### src/rtl/csa_pipe_adder.sv
// rtl/csa_pipe_adder.sv - pipelined carry-select adder/subtractor with valid/ready handshake; CSA_OVF_EN adds the ovf port
module csa_pipe_adder #(
    parameter int WIDTH  = 32,
    parameter int BLOCK  = 4,
    parameter int STAGES = 2
) (
    input  logic             clk,
    input  logic             rst,
    input  logic             in_valid,
    output logic             in_ready,
    input  logic [WIDTH-1:0] x,
    input  logic [WIDTH-1:0] y,
    input  logic             cin,
    input  logic             sub,
    output logic             out_valid,
    input  logic             out_ready,
    output logic [WIDTH-1:0] s,
    output logic             cout
`ifdef CSA_OVF_EN
    ,
    output logic             ovf
`endif
);

    // Bits added per pipeline stage and carry-select blocks inside one stage.
    localparam int SLICE = WIDTH / STAGES;
    localparam int NBLK  = SLICE / BLOCK;

    // One stage slice: every block precomputes sum0 (carry 0) and sum1 (carry 1),
    // the rippling block carry only drives the select muxes.
    function automatic logic [SLICE:0] slice_add(
        input logic [SLICE-1:0] a,
        input logic [SLICE-1:0] b,
        input logic             c
    );
        logic [SLICE-1:0] sum;
        logic [BLOCK:0]   sum0;
        logic [BLOCK:0]   sum1;
        logic             carry;
        sum   = '0;
        carry = c;
        for (int i = 0; i < NBLK; i++) begin
            sum0 = {1'b0, a[i*BLOCK +: BLOCK]} + {1'b0, b[i*BLOCK +: BLOCK]};
            sum1 = {1'b0, a[i*BLOCK +: BLOCK]} + {1'b0, b[i*BLOCK +: BLOCK]} + (BLOCK+1)'(1);
            sum[i*BLOCK +: BLOCK] = carry ? sum1[BLOCK-1:0] : sum0[BLOCK-1:0];
            carry = carry ? sum1[BLOCK] : sum0[BLOCK];
        end
        return {carry, sum};
    endfunction

    // Per-stage pipeline registers: valid, slice carry-out, partial sum (low bits
    // finished so far) and skewed effective operands for the slices still to add.
    logic [STAGES-1:0] valid_q;
    logic [STAGES-1:0] valid_d;
    logic [STAGES-1:0] carry_q;
    logic [STAGES-1:0] carry_d;
    logic [WIDTH-1:0]  sum_q [STAGES];
    logic [WIDTH-1:0]  sum_d [STAGES];
    logic [WIDTH-1:0]  a_q   [STAGES];
    logic [WIDTH-1:0]  a_d   [STAGES];
    logic [WIDTH-1:0]  b_q   [STAGES];
    logic [WIDTH-1:0]  b_d   [STAGES];

    // Values presented at the entry of each stage (stage 0 from the ports).
    logic [STAGES-1:0] ent_v;
    logic [STAGES-1:0] ent_c;
    logic [WIDTH-1:0]  ent_a [STAGES];
    logic [WIDTH-1:0]  ent_b [STAGES];
    logic [WIDTH-1:0]  ent_s [STAGES];
    logic [SLICE:0]    res   [STAGES];
    logic [STAGES-1:0] rdy;

`ifdef CSA_OVF_EN
    logic ovf_q;
    logic ovf_d;
`endif

    // The last stage's operand copies are never consumed; fold them into a sink.
    logic unused_skew;
    assign unused_skew = ^{a_q[STAGES-1], b_q[STAGES-1]};

    // Ready chain from the output back to the input: a stage may load when it is
    // empty or its successor is loading, so bubbles collapse.
    always_comb begin
        logic r;
        rdy = '0;
        r   = out_ready;
        for (int k = STAGES - 1; k >= 0; k--) begin
            r      = !valid_q[k] || r;
            rdy[k] = r;
        end
    end

    // Stage entry values; subtract inverts B and forces carry-in at stage 0.
    always_comb begin
        ent_v    = '0;
        ent_c    = '0;
        ent_v[0] = in_valid;
        ent_c[0] = sub | cin;
        ent_a[0] = x;
        ent_b[0] = sub ? ~y : y;
        ent_s[0] = '0;
        for (int k = 1; k < STAGES; k++) begin
            ent_v[k] = valid_q[k-1];
            ent_c[k] = carry_q[k-1];
            ent_a[k] = a_q[k-1];
            ent_b[k] = b_q[k-1];
            ent_s[k] = sum_q[k-1];
        end
    end

    // Slice k of the operands is added in stage k, LSB slice first.
    always_comb begin
        for (int k = 0; k < STAGES; k++) begin
            res[k] = slice_add(ent_a[k][k*SLICE +: SLICE], ent_b[k][k*SLICE +: SLICE], ent_c[k]);
        end
    end

    // Next-state for each stage: load when ready, otherwise hold data and valid.
    always_comb begin
        valid_d = valid_q;
        carry_d = carry_q;
        for (int k = 0; k < STAGES; k++) begin
            sum_d[k] = sum_q[k];
            a_d[k]   = a_q[k];
            b_d[k]   = b_q[k];
            if (rdy[k]) begin
                valid_d[k] = ent_v[k];
                if (ent_v[k]) begin
                    a_d[k]                   = ent_a[k];
                    b_d[k]                   = ent_b[k];
                    sum_d[k]                 = ent_s[k];
                    sum_d[k][k*SLICE +: SLICE] = res[k][SLICE-1:0];
                    carry_d[k]               = res[k][SLICE];
                end
            end
        end
    end

`ifdef CSA_OVF_EN
    // Signed overflow: carry into the MSB (a^b^sum at the MSB) XOR carry out of it.
    always_comb begin
        ovf_d = ovf_q;
        if (rdy[STAGES-1] && ent_v[STAGES-1]) begin
            ovf_d = ent_a[STAGES-1][WIDTH-1] ^ ent_b[STAGES-1][WIDTH-1]
                  ^ res[STAGES-1][SLICE-1] ^ res[STAGES-1][SLICE];
        end
    end
`endif

    // Pipeline registers with synchronous reset clearing all valid and data state.
    always_ff @(posedge clk) begin
        if (rst) begin
            valid_q <= '0;
            carry_q <= '0;
            for (int k = 0; k < STAGES; k++) begin
                sum_q[k] <= '0;
                a_q[k]   <= '0;
                b_q[k]   <= '0;
            end
`ifdef CSA_OVF_EN
            ovf_q <= 1'b0;
`endif
        end else begin
            valid_q <= valid_d;
            carry_q <= carry_d;
            for (int k = 0; k < STAGES; k++) begin
                sum_q[k] <= sum_d[k];
                a_q[k]   <= a_d[k];
                b_q[k]   <= b_d[k];
            end
`ifdef CSA_OVF_EN
            ovf_q <= ovf_d;
`endif
        end
    end

    assign in_ready  = rdy[0];
    assign out_valid = valid_q[STAGES-1];
    assign s         = sum_q[STAGES-1];
    assign cout      = carry_q[STAGES-1];
`ifdef CSA_OVF_EN
    assign ovf       = ovf_q;
`endif

endmodule

### config.mk
export PLATFORM = sky130hd
export DESIGN_NAME = csa_pipe_adder
export DESIGN_NICKNAME = d
export VERILOG_FILES = /design/src/rtl/csa_pipe_adder.sv
export SDC_FILE = /design/constraint.sdc
export NUM_CORES = 1
export LEC_CHECK = 0
export BUFFER_PORTS_ARGS = -buffer_cell sky130_fd_sc_hd__buf_2
export CORE_ASPECT_RATIO = 0.5
export CORE_UTILIZATION = 55
export CTS_CLUSTER_DIAMETER = 100
export DETAILED_ROUTE_END_ITERATION = 10
export PLACE_DENSITY = 0.8
export REMOVE_ABC_BUFFERS = 1
export SETUP_SLACK_MARGIN = 0.02
export SLEW_MARGIN = 10
export SYNTH_ARGS = -nofsm -noshare
export SYNTH_HDL_FRONTEND = slang
export SYNTH_SLANG_ARGS = --single-unit
### constraint.sdc
create_clock -name clk -period 5.4 [get_ports clk]
set_clock_uncertainty 0.05 [all_clocks]
set_input_delay 0.81 -clock clk [delete_from_list [all_inputs] [get_ports clk]]
set_output_delay 0.81 -clock clk [all_outputs]
set_load 0.005 [all_outputs]
# Word level (Yosys, flattened, before mapping)
# Memory sizes are Yosys's and may differ from the RTL's.
# Cells that the tools add are included.
[word_totals]
mem_bits_rw = 192
n_memories = 3
ff_bits = 4
out_inout_bits = 35
[classes]
addsub = 16
muxes = 38
reduce_logical = 7
n_eq_ne = 2
bitwise = 8
[mem_list]
columns = ["name", "words", "word_bits", "rd", "rd_clocked_by_memory_dff", "wr", "line_no", "source"]
rows = [
  ["a_q", 2, 32, 1, 0, 2, "59", "logic [WIDTH-1:0] a_q [STAGES];"],
  ["b_q", 2, 32, 1, 0, 2, "61", "logic [WIDTH-1:0] b_q [STAGES];"],
  ["sum_q", 2, 32, 2, 0, 2, "57", "logic [WIDTH-1:0] sum_q [STAGES];"],
]
[ops]
columns = ["op", "n"]
rows = [
  ["$mux W32", 19],
  ["$add A4 B4 Y5", 8],
  ["$add A5 B1 Y5 const B", 8],
  ["$mux W4", 8],
  ["$not A32 Y32", 1],
  ["$mux W1", 11],
  ["$or A1 B1 Y1", 7],
  ["$reduce_and A2 Y1", 2],
  ["$reduce_and A3 Y1", 1],
  ["$logic_not A1 Y1", 2],
  ["$logic_or A1 B1 Y1", 2],
  ["$ne A2 B2 Y1 const B", 1],
  ["$ne A1 B1 Y1 const B", 1],
]

# Longest topological paths before layout
[depth]
ltp_word = 11
ltp_mapped = 17
ltp_nobuf = 15

# Worst setup path after synthesis
# No wires, ideal clock.
[synth_path]
kind = "in2reg"
start = "in sub"
end = "reg carry_q[0]"
cell_stages = 17
setup_time_ns = 0.117
n_path_buf = 2
t_required_ns = 5.233
arrival_time_ns = 4.336
slack_ns = 0.897
path_cell_list = "buf_6 > clkbuf_1 > xor2_1 > ha_1 > inv_1 > fa_1 > inv_1 > ha_1 > o21ai_2 > nor2_1 > or4_1 > nand3_2 > nor3_2 > mux2i_1 > xnor2_1 > or4_1 > a32o_1"
[synth_between]
elab_chain_len = 7
word_cells_on_any_way = 14
cone_classes = "add/sub (8); mux (5); bitwise (1)"
[synth_rtl]
columns = ["item", "line_no", "source"]
rows = [
  ["start, declared", "14", "input logic sub,"],
  ["$mux W32", "101", "ent_b[0] = sub ? ~y : y;"],
  ["$add A4 B4 Y5", "43, 44", ""],
  ["$add A5 B1 Y5", "44", "sum1 = {1'b0, a[i*BLOCK +: BLOCK]} + {1'b0, b[i*BLOCK +: BLOCK]} + (BLOCK+1)'(1);"],
  ["$mux W1 (3 in a row)", "46", "carry = carry ? sum1[BLOCK] : sum0[BLOCK];"],
  ["$mux W1 *", "46", ""],
  ["end signal, assigned", "166", "carry_q <= carry_d;"],
  ["end, declared", "55", "logic [STAGES-1:0] carry_q;"],
]
# Mark *: on every way between the ends. The rest lies on a longest branch, timed or not.
# A chain may end at the register's enable or synchronous reset.

# Worst setup path in the final report
# Ends and elaborated chain as after synthesis.

==> metrics.sh <==
GRT_FIRST_PASS_WIRELENGTH_UM=16500
FINALMAXSLEWVIOLATIONS=0
CTSHOLDBUFFERS=0
FINAL_HOLD_VIOL_COUNT=0
GPL.FINAL_WEIGHTED_CONGESTION=0.8245
P_LEAK_uW=0.002628
TIMING.SETUP.CRITICAL_PATH_CLASS='in -> reg'
POWER-PER-CELL-AREA_nW_PER_UM2=310.9
CTS_ROOT_BUFFER='sky130_fd_sc_hd__clkbuf_16'
TIMING.HOLD.WORST.CLASS='reg -> reg'
PLACEMENTROWS=24
COMBINATIONALPOWERSHARE=0.256
CTS_NUM_SINKS=84
AVGSYNTHCELLAREA_UM2=9.660
TIMING.FINAL.CRIT_SHARE=0.7471
TIMING.FINAL.CRIT_PERIOD_NS=4.034
DIE_Y_UM=69.32
CRITICAL_PATH.SLOWEST_CELL='sky130_fd_sc_hd__or4_1'
GRT_USAGE=0.2223
PORTBUFFERS=104
CP_SLOWEST_STAGE_DELAY_NS=0.54
CORE-AREA_UM2=8738
SYN_INST=516
POSTCTSSETUPBUFFERS=0
VIAS=3786
CELL_INTERNAL_PWR_uW=1282
ANTENNA_FOUND_INITIAL=0
SLEW-LIMIT-HEADROOM=0.2545
INITIAL_UTILIZATION=0.5704
GRT_START_MAX_NET_PINS=74
SETUP-TNS-FINAL_NS=0
DRCVIOLATIONCOUNT=0
TIMING_WORST_SLEW_PIN_VALUE_NS=1.111
IOS=105
SYNTH-ASYNC-RESET-RATIO=0
SYNTH_SEQ_CELLS=84
DRT-VIAS-PER-INSTANCE=5.165
SYNTH_AREA_UM2=4985
CRIT_PATH_CELL_TRACE='buf_2 -> buf_4 -> xor2_1 -> ha_1 -> inv_1 -> fa_1 -> xnor2_1 -> nand3_1 -> nor3_2 -> mux2i_1 -> xnor2_1 -> or4_1 -> a32o_1'
MAX-VDD-IR-DROP_mV=0.1945
FINAL-INSTANCE-COUNT-EXCL-FILL=733
BUFFER_AND_INVERTER_COUNT_ON_THE_WORST_PATH=3
SYNTH_FF_TYPE='sky130_fd_sc_hd__dfxtp_1'
CP-START-KIND='input pin'
OUTCOME='complete, no violations'
WORSTPATHMAXFANOUT=32
FIRST_PASS_ITERS=4
NUMCTSBUFFERS=9
FILLCELLCOUNT=701
POWER.SWITCHING_uW=546.2
LAYOUT-DRIVE-GT1-SHARE=0.2240
SETUP_REPAIR_AFTER_GLOBAL_ROUTING_MISSED_ITS_MARGIN='false'
INSERTEDDIODECOUNT=0
DIE_X_UM=136.6
TRITONCTS='built'
OVERFLOW=0
DRT_WL_TOTAL_UM=9786
WL_PER_CELL_UM=13.35
SWITCHING_SHARE=0.2987
FIRST_GLOBAL_VIAS=3654
HTREE_LEVELS=3
NETLIST-CELL-TYPE-COUNT=54
CRITPATHCAPTURETYPE='register'
CLK_PIN_SLEW_NS=0.07
DRT_ITER0_DRC=207
TIMING.CRITICAL_PATH.REQUIRED_NS=5.58
YS.WARNINGS.COUNT=0
P_SEQ_FRAC=0.411
DIE_AREA_UM2=9471
POWER.CLOCK.FRACTION=0.333
AREA_ADDED_BETWEEN_SYNTHESIS_AND_FINISH_PCT=17.97
CP_COMMON_CELL='sky130_fd_sc_hd__xnor2_1'
FMAX_GHz=0.2479
SYNTH.YOSYS.SEQ_AREA_SHARE=0.4016
SYNTH_EDF_COUNT=32
NNETSFINAL=729
DP_HPWL_UM=7170
CTS-ROOT-TO-SINK-BUFFERS=2
CRITPATHTOPFAMILY='simple AND/OR/NAND/NOR gates'
DRTANTENNAVIOLNETS=0
SETUP_VIOL_COUNT_FINAL=0
WORSTSKEWPAIRLATENCY_NS=0.33
PLACE.DETAILED.INSTANCES=717
WORSTPATHARRIVAL_NS=4.21
CTS.REPAIR.RESIZED=0
MAX_CAP_VIOLATIONS=0
-- worst paths after layout --
| check | startpoint | endpoint | slack, ns | depth (start not counted) |
|---|---|---|---|---|
| setup / recovery | sub | carry_q[0] | 1.37 | 13 |
| hold / removal | sum_q[0][54] | sum_q[0][54] | 0.40 | 2 |
| setup reg to reg | a_q[0][16] | sum_q[0][62] | 1.72 | 12 |
| hold reg to reg | sum_q[0][54] | sum_q[0][54] | 0.40 | 2 |
-- cells by family after synthesis --
kind of cell / count (synthesis) / share of synthesized area
simple gates: 170 / 0.1672
flops: 84 / 0.4016
buf+inv: 42 / 0.03539
xor+xnor: 71 / 0.1278
fa+ha+maj: 48 / 0.1325
compound gates: 90 / 0.1130
mux: 11 / 0.02259
-- state kept, by name (all words and copies together) (netlist names) --
signal and cells:
carry_q 2, a_q 16, b_q 16, valid_q 2
sum_q 48
-- layer usage --
layer	GRT usage	vias to the layer above	routed length, um
met5	0	-	0
met3	0.04020	9	301
li1	-	1972	-
met1	0.2766	1743	4581
met4	0.05185	0	79
met2	0.3982	62	4823
-- synth_stat cells, types with 2 or more instances --
cell | n | area share
sky130_fd_sc_hd__xnor2_1 | 40 | 0.070
sky130_fd_sc_hd__nor2b_1 | 21 | 0.026
sky130_fd_sc_hd__buf_1 | 2 | 0.0015
sky130_fd_sc_hd__or2b_2 | 3 | 0.0053
sky130_fd_sc_hd__nor4_1 | 2 | 0.0025
sky130_fd_sc_hd__a21oi_1 | 36 | 0.036
sky130_fd_sc_hd__a211oi_1 | 12 | 0.018
sky130_fd_sc_hd__nand3_1 | 6 | 0.0060
sky130_fd_sc_hd__ha_1 | 40 | 0.10
sky130_fd_sc_hd__nand2_1 | 65 | 0.049
sky130_fd_sc_hd__a21o_1 | 13 | 0.020
sky130_fd_sc_hd__xor2_1 | 29 | 0.051
sky130_fd_sc_hd__mux2_2 | 2 | 0.0045
sky130_fd_sc_hd__inv_1 | 19 | 0.014
sky130_fd_sc_hd__nor3_1 | 3 | 0.0030
sky130_fd_sc_hd__nor4b_1 | 3 | 0.0053
sky130_fd_sc_hd__nand4_1 | 8 | 0.010
sky130_fd_sc_hd__fa_1 | 8 | 0.032
sky130_fd_sc_hd__o21ai_0 | 15 | 0.015
sky130_fd_sc_hd__or3_1 | 2 | 0.0025
sky130_fd_sc_hd__clkbuf_1 | 18 | 0.014
sky130_fd_sc_hd__dfxtp_1 | 52 | 0.21
sky130_fd_sc_hd__xor2_2 | 2 | 0.0065
sky130_fd_sc_hd__nand2b_1 | 2 | 0.0025
sky130_fd_sc_hd__o211ai_1 | 2 | 0.0030
sky130_fd_sc_hd__nor2_1 | 38 | 0.029
sky130_fd_sc_hd__or4_1 | 3 | 0.0045
sky130_fd_sc_hd__a22o_1 | 2 | 0.0035
sky130_fd_sc_hd__mux2i_1 | 9 | 0.018
sky130_fd_sc_hd__and3_1 | 4 | 0.0050
sky130_fd_sc_hd__edfxtp_1 | 32 | 0.19
-- metrics by stage --
stage	hold WS (ns)	setup WS (ns)	power (uW)	instance area [um2]	utilization
after floorplan	0.3749	1.481	1092	4880	-
after global placement	0.3860	1.146	1209	5577	0.6382
after detailed placement	0.3924	1.000	1231	5577	0.6382
after CTS	0.4019	1.368	1841	5881	0.6730
after global routing	0.4181	1.073	1932	5881	0.6730
final	0.4006	1.366	1829	5881	0.6730
-- final cells by class --
class	instances	area, um2	share of cell area
Clock buffer	10	250.2	0.04255
Inverter	19	71.32	0.01213
Timing Repair Buffer	107	543.0	0.09234
Sequential cell	84	2002	0.3404
Tap cell	117	146.4	0.02489
Multi-Input combinational cell	390	2814	0.4785
Clock inverter	6	53.80	0.009149
-- power by group through the flow --
stage | logic (uW) | clock network (uW) | registers (uW)
4_1_cts | 470 | 620 | 751
6_report | 469 | 609 | 751
2_1_floorplan | 333 | 0 | 760
5_1_grt | 528 | 645 | 759
3_5_place_dp | 466 | 0 | 765
3_3_place_gp | 447 | 0 | 762
-- tightest hold or removal path, delay by kind of cell (launching register included) --
kind | cells | cell delay, ns
compound gates | 1 | 0.05
flops | 1 | 0.31
simple gates | 1 | 0.05
-- layout by cell type (no fill, tap or decap), types with 3 or more instances in the layout --
cell type and count:
sky130_fd_sc_hd__a211oi_1 12, sky130_fd_sc_hd__a21o_1 13, sky130_fd_sc_hd__a21oi_1 36, sky130_fd_sc_hd__and3_1 4
sky130_fd_sc_hd__buf_2 104, sky130_fd_sc_hd__buf_4 3, sky130_fd_sc_hd__clkbuf_16 10, sky130_fd_sc_hd__dfxtp_1 52
sky130_fd_sc_hd__edfxtp_1 32, sky130_fd_sc_hd__fa_1 8, sky130_fd_sc_hd__ha_1 40, sky130_fd_sc_hd__inv_1 18
sky130_fd_sc_hd__mux2i_1 9, sky130_fd_sc_hd__nand2_1 65, sky130_fd_sc_hd__nand3_1 6, sky130_fd_sc_hd__nand4_1 8
sky130_fd_sc_hd__nor2_1 38, sky130_fd_sc_hd__nor2b_1 20, sky130_fd_sc_hd__nor3_1 3, sky130_fd_sc_hd__nor4b_1 3
sky130_fd_sc_hd__o21ai_0 15, sky130_fd_sc_hd__or2b_2 3, sky130_fd_sc_hd__or4_1 3, sky130_fd_sc_hd__xnor2_1 40
sky130_fd_sc_hd__xor2_1 29
No activity file was read; power rests on OpenSTA's default activity.
